File: src/rtl/sha2_pad_ctrl.sv
// SHA-2 padding sequencer: steers the packet mux (pad / zero / length) so every message fills whole blocks.
// Optional empty-message start is enabled by defining SHA2_PAD_EMPTY_MSG_EN.
module sha2_pad_ctrl #(
  parameter int w   = 64,
  parameter int WPB = 8
) (
  input  logic                   clk,
  input  logic                   rst,
  input  logic                   in_valid,
  input  logic                   in_last,
  output logic                   in_ready,
  output logic                   out_valid,
  input  logic                   out_ready,
`ifdef SHA2_PAD_EMPTY_MSG_EN
  input  logic                   empty_start,
`endif
  output logic                   pad_pkt,
  output logic                   zero_pkt,
  output logic                   mgln_pkt,
  output logic [w-1:0]           msg_len,
  output logic [$clog2(WPB)-1:0] word_idx,
  output logic                   blk_last,
  output logic                   msg_done
);

  localparam int IDXW = $clog2(WPB);

  localparam logic [1:0] ST_MSG  = 2'd0;
  localparam logic [1:0] ST_PAD  = 2'd1;
  localparam logic [1:0] ST_ZERO = 2'd2;
  localparam logic [1:0] ST_LEN  = 2'd3;

  localparam logic [IDXW-1:0] IDX_LAST  = IDXW'(WPB - 1);
  localparam logic [IDXW-1:0] IDX_ONE   = IDXW'(1);
  localparam logic [w-1:0]    WORD_BITS = w'(w);

  logic [1:0]      state_r;
  logic [1:0]      state_nxt_s;
  logic [IDXW-1:0] word_idx_r;
  logic [IDXW-1:0] idx_nxt_s;
  logic [IDXW-1:0] idx_inc_s;
  logic [w-1:0]    msg_len_r;
  logic [w-1:0]    len_nxt_s;
  logic            empty_go_s;
  logic            out_valid_s;
  logic            in_ready_s;
  logic            xfer_s;

`ifdef SHA2_PAD_EMPTY_MSG_EN
  // An empty message can only start before any word of the current message was taken.
  assign empty_go_s = empty_start && (state_r == ST_MSG) &&
                      (word_idx_r == {IDXW{1'b0}}) && (msg_len_r == {w{1'b0}});
`else
  assign empty_go_s = 1'b0;
`endif

  assign idx_inc_s = word_idx_r + IDX_ONE;
  assign xfer_s    = out_valid_s && out_ready;

  // Output handshake and mux selects decoded from the registered state.
  always_comb begin
    out_valid_s = 1'b0;
    in_ready_s  = 1'b0;
    pad_pkt     = 1'b0;
    zero_pkt    = 1'b0;
    mgln_pkt    = 1'b0;
    msg_done    = 1'b0;
    case (state_r)
      ST_MSG: begin
        // Hold the host off while an empty message is being launched.
        out_valid_s = in_valid && !empty_go_s;
        in_ready_s  = out_ready && !empty_go_s;
      end
      ST_PAD: begin
        out_valid_s = 1'b1;
        pad_pkt     = 1'b1;
      end
      ST_ZERO: begin
        out_valid_s = 1'b1;
        zero_pkt    = 1'b1;
      end
      ST_LEN: begin
        out_valid_s = 1'b1;
        mgln_pkt    = 1'b1;
        msg_done    = 1'b1;
      end
      default: begin
        out_valid_s = 1'b0;
        in_ready_s  = 1'b0;
      end
    endcase
  end

  // Next-state, slot index and length update; everything holds without a transfer.
  always_comb begin
    state_nxt_s = state_r;
    idx_nxt_s   = word_idx_r;
    len_nxt_s   = msg_len_r;
    case (state_r)
      ST_MSG: begin
        if (empty_go_s) begin
          state_nxt_s = ST_PAD;
        end else if (xfer_s) begin
          idx_nxt_s = idx_inc_s;
          len_nxt_s = msg_len_r + WORD_BITS;
          if (in_last) begin
            state_nxt_s = ST_PAD;
          end else begin
            state_nxt_s = ST_MSG;
          end
        end else begin
          state_nxt_s = ST_MSG;
        end
      end
      ST_PAD, ST_ZERO: begin
        if (xfer_s) begin
          idx_nxt_s = idx_inc_s;
          if (idx_inc_s == IDX_LAST) begin
            state_nxt_s = ST_LEN;
          end else begin
            state_nxt_s = ST_ZERO;
          end
        end else begin
          state_nxt_s = state_r;
        end
      end
      ST_LEN: begin
        if (xfer_s) begin
          state_nxt_s = ST_MSG;
          idx_nxt_s   = {IDXW{1'b0}};
          len_nxt_s   = {w{1'b0}};
        end else begin
          state_nxt_s = ST_LEN;
        end
      end
      default: begin
        state_nxt_s = ST_MSG;
        idx_nxt_s   = {IDXW{1'b0}};
        len_nxt_s   = {w{1'b0}};
      end
    endcase
  end

  // State registers with synchronous reset that overrides any transfer.
  always_ff @(posedge clk) begin
    if (rst) begin
      state_r    <= ST_MSG;
      word_idx_r <= {IDXW{1'b0}};
      msg_len_r  <= {w{1'b0}};
    end else begin
      state_r    <= state_nxt_s;
      word_idx_r <= idx_nxt_s;
      msg_len_r  <= len_nxt_s;
    end
  end

  assign out_valid = out_valid_s;
  assign in_ready  = in_ready_s;
  assign word_idx  = word_idx_r;
  assign msg_len   = msg_len_r;
  assign blk_last  = out_valid_s && (word_idx_r == IDX_LAST);

endmodule
File: config.mk
export PLATFORM = sky130hd
export DESIGN_NAME = sha2_pad_ctrl
export DESIGN_NICKNAME = d
export VERILOG_FILES = /design/src/rtl/sha2_pad_ctrl.sv
export SDC_FILE = /design/constraint.sdc
export NUM_CORES = 1
export LEC_CHECK = 0
export ABC_AREA = 1
export CORE_AREA = 4 4 89 91
export DETAILED_ROUTE_END_ITERATION = 10
export DIE_AREA = 0 0 93 95
export GPL_TIMING_DRIVEN = 0
export HOLD_SLACK_MARGIN = 0.15
export PLACE_DENSITY_LB_ADDON = 0.25
export SYNTH_ARGS = -nofsm -noshare
export SYNTH_HDL_FRONTEND = slang
export SYNTH_SLANG_ARGS = --single-unit
File: constraint.sdc
create_clock -name clk -period 4.75 [get_ports clk]
set_input_delay 0.95 -clock clk [delete_from_list [all_inputs] [get_ports clk]]
set_output_delay 0.95 -clock clk [all_outputs]
set_load 0.01 [all_outputs]
==> out/qor.yml <==
initial_core_util_pct: 54.9
die_y_um: 95
vias: 4293
insertion_delay_ns: 0.35
cp_top_family: "buffers and inverters"
ant_nets: 0
layout-drive-gt1-share_pct: 9.18
synth_cells: 637
clk_pin_slew_ns: 0.07
via_per_inst: 5.18
hold_depth: 2
root_buffer: "clkbuf_8"
status: "completed"
hold_end: "msg_len[12]"
crit_top_cell: "clkdlybuf4s50_1"
cp.arrival_ns: 2.22
rsz0062_at_grt: "false"
async_flop_share_pct: 0
fin_crit_sh_pct: 66.7
dpl.hpwl_um: 9170
ys.flop_type: "dfxtp_1"
io_pins: 79
yosysWarnings: 0
layout.nets: 739
hp-class: "register to register"
fin_setup_tns_ns: 0
drv_cap: 0
cts_inserted_buffers: 9
coreArea_um2: 7140
ir_drop_mv: 0.166
port_buffers: 72
post-route-drc-count: 0
setup_violations: 0
r2r_end: "msg_len[31]"
wl_met1_um: 5140
wl_um: 11600
finalClockSkew_ns: 0.00874
highest_layer: "met4"
multi_input_area_um2: 2290
worstSetupStartpointType: "primary input"
cellLeakagePower_nw: 1.88
cp_num_buf_inv: 3
regArea_um2: 1260
slew_viol_final: 0
grt_pass1_vias: 3940
crit_fanout: 2
cts.sinks: 63
drt_iter0_markers: 263
critPathCaptureType: "output pin"
gp_congestion: 0.969
regToRegSetupSlack_ns: 2.68
synth_edf_count: 0
fillerInstances: 683
rr_worst_depth: 10
cts_resized: 0
met3_length_um: 888
dr.pass1.iters: 5
syn_avg_cell_area_um2: 6.15
power_density_nw_per_um2: 231
crit_slowest_cell: "clkdlybuf4s50_1"
row_count: 31
die_area_um2: 8840
grtUsageTotal_pct: 27.2
cts_setup_buffers: 0
n_antenna_cell: 0
fin_crit_ns: 3.17
wl_met2_um: 5330
htree_levels: 3
area_delta_synth_final_pct: 27.9
hold_start: "msg_len[12]"
wl_per_cell_um: 14.0
hold_ws_ns: 0.497
grt_max_degree: 12
ys_ff_latch: 63
cpPeakStageDelay_ns: 0.59
worstReg2RegStart: "state_r[0]"
crit_required_ns: 3.80
hold_viol_final: 0
hold_buffers: 0
gr-total-overflow: 0
ys_types: 36
antenna_found_initial: 0
die_w_um: 93
max_freq_ghz: 0.316
cts_tree: "built"
syn_area_um2: 3920
synth_seq_area_share_pct: 32.2
cts_buffer_depth: 2
grt_pass1_wl_um: 18900
path_class: "primary input to output pin"
crit_chain: "clkdlybuf4s50_1 > inv_1 > a21boi_0 > clkdlybuf4s50_1"
==> logic make-up (layout without fill, tap and decap cells) <==
kind of cell	after synthesis	count (layout)	synth area share [%]
other	1	6	0.0957
flip-flops	63	63	32.2
AO/OA/AOI/OAI	58	58	8.14
AND/OR/NAND/NOR	415	415	47.0
buffers and inverters	91	179	9.74
adder cells (fa/ha/maj)	9	9	2.87
==> where the power goes <==
part	leakage (nW)	switching (mW)	total (mW)	internal, mW
logic	1.26	0.0440	0.0749	0.0309
registers	0.508	0.00429	0.536	0.532
clock network	0.112	0.225	0.548	0.323
==> layout by cell type (no fill, tap or decap), drive strengths merged, types with 2 or more instances in the layout <==
| master | count |
|---|---|
| or2 | 2 |
| clkinvlp | 2 |
| ha | 9 |
| dfxtp | 63 |
| nor3 | 11 |
| nand3 | 29 |
| a21oi | 31 |
| bufinv | 2 |
| nand4 | 16 |
| a31oi | 2 |
| buf | 13 |
| conb | 6 |
| nand3b | 4 |
| a2bb2oi | 2 |
| nand2 | 180 |
| o21ai | 18 |
| clkdlybuf4s50 | 72 |
| inv | 78 |
| nor2 | 170 |
| clkbuf | 11 |
==> layer usage <==
| layer | vias to the layer above | track usage, % |
|---|---|---|
| met3 | 23 | 6.69 |
| li1 | 2162 | - |
| met4 | 0 | 10.0 |
| met5 | - | 0 |
| met2 | 165 | 44.8 |
| met1 | 1943 | 34.5 |
==> worst max path at each step <==
stage | slack [ns] | startpoint | end | depth (start not counted)
floorplan | 2.52 | in_valid | blk_last | 2
global placement | 1.60 | out_ready | in_ready | 4
detailed placement | 1.59 | in_valid | blk_last | 4
CTS | 1.60 | in_valid | blk_last | 4
global route | 1.54 | in_valid | blk_last | 4
finish | 1.58 | in_valid | blk_last | 4
==> cell usage after synthesis (5+ instances only) <==
master	number	area, µm²
a21oi_1	31	155
buf_2	5	25.0
buf_4	7	52.6
dfxtp_1	63	1260
ha_1	9	113
inv_1	76	285
nand2_1	169	634
nand2_2	9	56.3
nand3_1	27	135
nand4_1	16	100
nor2_1	150	563
nor2_2	11	68.8
nor2_4	9	101
nor3_1	11	55.1
o21ai_0	17	85.1
==> stage by stage <==
stage / utilization [%] / power (mW) / std cells / cell area, µm² / setup slack, ns
after CTS: 70.2 / 1.17 / 829 / 5010 / 1.60
after floorplan: - / 0.595 / 642 / 3940 / 2.52
final: 70.2 / 1.16 / 829 / 5010 / 1.58
after detailed placement: 67.0 / 0.623 / 813 / 4780 / 1.59
after global routing: 70.2 / 1.20 / 829 / 5010 / 1.54
after global placement: 67.0 / 0.621 / 813 / 4780 / 1.60
==> state kept, by name, indices dropped and copies added (netlist names) <==
name      count
msg_len      58
word_idx      3
state_r       2
==> worst min-delay path: cells and delay by family, from the launching register on <==
| family | cells | cell delay [ns] |
|---|---|---|
| buffers and inverters | 1 | 0.06 |
| AOI/OAI and AO/OA | 1 | 0.05 |
| DFF | 1 | 0.34 |
==> cell type report <==
| type | instances | share of cell area [%] |
|---|---|---|
| clock inverters | 5 | 1.60 |
| flip-flops and latches | 63 | 25.2 |
| plain buffers | 13 | 1.77 |
| well taps | 99 | 2.47 |
| inverters | 78 | 5.84 |
| clock buffers | 11 | 3.02 |
| repair buffers | 72 | 14.4 |
| multi-input cells | 488 | 45.8 |
Note: power is estimated with default switching activity, not from simulation.
==> edit 1, RTL diff (same flow settings) <==
`WPB`: 8 -> 16.
--- a/src/rtl/sha2_pad_ctrl.sv
+++ b/src/rtl/sha2_pad_ctrl.sv
@@ -2,7 +2,7 @@
 // Optional empty-message start is enabled by defining SHA2_PAD_EMPTY_MSG_EN.
 module sha2_pad_ctrl #(
   parameter int w   = 64,
-  parameter int WPB = 8
+  parameter int WPB = 16
 ) (
   input  logic                   clk,
   input  logic                   rst,
Ports: changed (resized word_idx); port bits go from 79 to 80. No check against the original RTL was run, so the function may have changed too.
==> edit 1 against the unedited design <==
- cell count up 1.6%
- via count up 5.7%
- sequential cell count is 1 higher
- critical endpoint is now in_ready
- first-iteration DRC count is 29% higher
- synthesized area grew 4.0%
- highest routed layer unchanged
- worst setup slack improved by 0.041 ns
- final area rose by 2.4%
- register-to-register slack got worse by 0.09 ns
- routed wire length grew 4.2%
Power is not compared: it rests on default switching activity, and its combinational part moved more than twofold at a synthesized area within 25%.
==> edit 1: results (changes against the unedited design) <==
run status=completed (unchanged); crit path DAT=2.18 ns (was 2.22 ns); initial DRC count=339 (was 263); Via density=5.39 (was 5.18); first-pass GRT wire length=19.8 mm (was 18.9 mm); Syn Inst Count=649 (was 637); GR Util met2=46.1% (was 44.8%); sequential cell area fraction in the yosys report=31.5% (was 32.2%); GPL Wtd Cong=0.948 (was 0.969); WL final=12.1 mm (was 11.6 mm); worst r2r path cells=9 (was 10); Worst Skew=0.00612 ns (was 0.00874 ns); share of cells above drive strength 1=9.42% (was 9.18%); Post-DP HPWL=9.22 mm (was 9.17 mm); post-layout net count=751 (was 739); final-layout fill cell count=654 (was 683); top cells by area, synth=dfxtp_1 (31%), nand2_1 (16%), nor2_1 (12%) (was dfxtp_1 (32%), nand2_1 (16%), nor2_1 (14%)); Layout Cells excl Fill=842 (was 829); number of flops mapped to enable cells by yosys=0 (unchanged); grt met1 use=37.0% (was 34.5%); vias in the first global route=4175 (was 3940); Total GRT Usage=28.3% (was 27.2%); met3 Usage GRT=3.90% (was 6.69%); Synth cell types=38 (was 36); placed insts=826 (was 813); count of input and output buffers=73 (was 72)
[edit 1: cell count changes in the layout (fill, tap and decap cells not counted), moves of 4 or more]
cell     change
a21oi_1      +9
o21ai_1      +4
nand2_1      +6
nor2_1      -18
nor3_1       +4
nand3_1      +5
[edit 1: metal layers]
layer  routed length, um  share of wire (%)
met2                5550                 46
met4                 411                3.4
met3                 822                6.8
met1                5350                 44
met5                   0                  0
[edit 1: kinds of logic after synthesis]
kind of cell             Yosys count  share of synthesized area [%]
AND/OR/NAND/NOR                  413                           46.5
buffers and inverters             92                           9.83
AO/OA/AOI/OAI                     69                           9.22
flip-flops                        64                           31.5
adder cells (fa/ha/maj)            8                           2.46
XOR/XNOR                           2                          0.430
other                              1                         0.0921
[edit 1: where the power goes]
part	total [mW]	switching [mW]	internal [mW]
registers	0.558	0.0122	0.546
logic	0.195	0.117	0.0780
clock network	0.469	0.230	0.240
[edit 1: worst paths after layout]
| path | from | endpoint | slack (ns) |
|---|---|---|---|
| hold reg to reg | msg_len[10] | msg_len[10] | 0.49 |
| hold / removal | msg_len[10] | msg_len[10] | 0.49 |
| setup reg to reg | state_r[0] | msg_len[20] | 2.59 |
| setup / recovery | out_ready | in_ready | 1.62 |
[edit 1: worst reg2reg max path, cell delays in order, from the launching register on]
cell and delay [ns]:
dfxtp_1 0.40, inv_1 0.10, ha_1 0.27, nand2_2 0.14
nand2_2 0.07, o21ai_1 0.46, inv_2 0.18, clkbuf_2 0.24
o21ai_0 0.13, a21oi_1 0.06
[edit 1: cell type report]
| class | count | area (um2) | area share, % |
|---|---|---|---|
| timing repair buffer | 73 | 731 | 14.2 |
| multi-input combinational | 498 | 2410 | 46.9 |
| clock buffer | 10 | 128 | 2.49 |
| tap | 99 | 124 | 2.41 |
| buffer | 15 | 111 | 2.17 |
| inverter | 77 | 289 | 5.63 |
| clock inverter | 6 | 60.1 | 1.17 |
| sequential | 64 | 1280 | 25.0 |
[edit 1: per-stage QoR]
step                setup slack (ns)  cell area (um2)  utilization [%]
floorplan                       2.59             4090                -
global placement                1.63             4950             69.3
detailed placement              1.63             4950             69.3
CTS                             1.62             5130             71.9
global route                    1.57             5130             71.9
finish                          1.62             5130             71.9
==> edit 2, RTL diff (config.mk and constraints unchanged) <==
Made on the original files. Make the reset (`rst`) asynchronous in one clocked block. Comments in the files are not updated.
--- a/src/rtl/sha2_pad_ctrl.sv
+++ b/src/rtl/sha2_pad_ctrl.sv
@@ -142,7 +142,7 @@
   end
 
   // State registers with synchronous reset that overrides any transfer.
-  always_ff @(posedge clk) begin
+  always_ff @(posedge clk or posedge rst) begin
     if (rst) begin
       state_r    <= ST_MSG;
       word_idx_r <= {IDXW{1'b0}};
Function: differs if rst is asserted again (counterexample within 4 cycles, from zero or initial values and one cycle with rst high); with rst held inactive, the same outputs for 10 cycles.
==> edit 2 against the unedited design <==
- routed wire length increased by 8.7%
- worst setup slack got worse by 0.034 ns
- first-iteration DRC count increased by 60%
- core utilization increased by 6.0 points
- final area increased by 8.5%
- sequential cell count unchanged
- synthesized area increased by 10%
- clock skew about the same
- count of clock-buffer cells in the layout increased by 1
- critical path depth unchanged
- via count increased by 5.3%
- global-route usage increased by 2.4 points
- highest routed layer unchanged
Power is not compared: it rests on default switching activity, and its combinational part moved more than twofold at a synthesized area within 25%.
==> edit 2: results (changes against the unedited design) <==
Post-DP HPWL=9.58 mm (was 9.17 mm); ys flop type=dfrtp_1 (was dfxtp_1); multi-input combinational area share=42.3% (was 45.8%); final-layout fill cell count=561 (was 683); Data buffer area share=15.7% (was 16.2%); Logic inverters=90 (was 78); count of plain and timing-repair buffers=87 (was 85); crit path DAT=2.25 ns (was 2.22 ns); GPL Wtd Cong=0.932 (was 0.969); Routed WL per cell=15.3 um (was 14.0 um); first-pass GRT wire length=20.3 mm (was 18.9 mm); Via density=5.48 (was 5.18); met3 WL post-DR=974 um (was 888 um); Worst Skew=0.00889 ns (was 0.00874 ns); share of cells above drive strength 1=10.6% (was 9.18%); met3 Usage GRT=3.75% (was 6.69%); run status=completed (unchanged); grt met1 use=38.9% (was 34.5%); Total GRT Usage=29.6% (was 27.2%); metal2 WL=6.09 mm (was 5.33 mm); Synth async-reset ratio=100% (was 0%); largest net degree at the start of global routing=41 (was 12); post-layout net count=735 (was 739); Syn Inst Count=632 (was 637); # clk buffers=12 (was 11)
-- edit 2: cell count changes after synthesis, sizes merged, moves of 3 or more --
cell and delta:
nand4 -6, nand3 +9, inv +10, nand2 -6
nor3b +7, and2 +3, dfrtp +63, dfxtp -63
nor2 -26, o21ai +5
-- edit 2: stage by stage --
| step | hold WS [ns] | setup WS (ns) |
|---|---|---|
| after floorplan | 0.532 | 2.23 |
| after global placement | 0.502 | 1.06 |
| after detailed placement | 0.507 | 1.56 |
| after CTS | 0.525 | 1.54 |
| after global routing | 0.559 | 1.50 |
| final | 0.524 | 1.55 |
-- edit 2: power breakdown --
group | switching [mW] | total (mW) | internal (mW)
sequential | 0.101 | 0.719 | 0.617
clock | 0.226 | 0.565 | 0.340
combinational | 0.275 | 0.527 | 0.253
total | 0.602 | 1.81 | 1.21
-- edit 2: cell families after synthesis --
group / Yosys count / share of synthesized area, %
AO/OA/AOI/OAI: 62 / 7.57
AND/OR/NAND/NOR: 393 / 42.7
other: 1 / 0.0869
flip-flops: 63 / 36.6
buffers and inverters: 104 / 10.5
adder cells (fa/ha/maj): 9 / 2.61
-- edit 2: worst paths after layout --
check                                 start  slack (ns)     endpoint  depth (start not counted)
worst max-delay path              out_ready        1.55     in_ready                          4
worst max register to register   state_r[0]        2.58  msg_len[12]                          9
worst min-delay path            word_idx[2]        0.52  word_idx[2]                          2
max in group asynchronous               rst        3.17  msg_len[25]                          3
worst min register to register  word_idx[2]        0.52  word_idx[2]                          2
min in group asynchronous               rst        0.96  word_idx[1]                          2
-- edit 2: critical path, delay by kind of cell --
| kind | cells | cell delay (ns) |
|---|---|---|
| buffers and inverters | 3 | 1.21 |
| and+or+nand+nor | 1 | 0.09 |
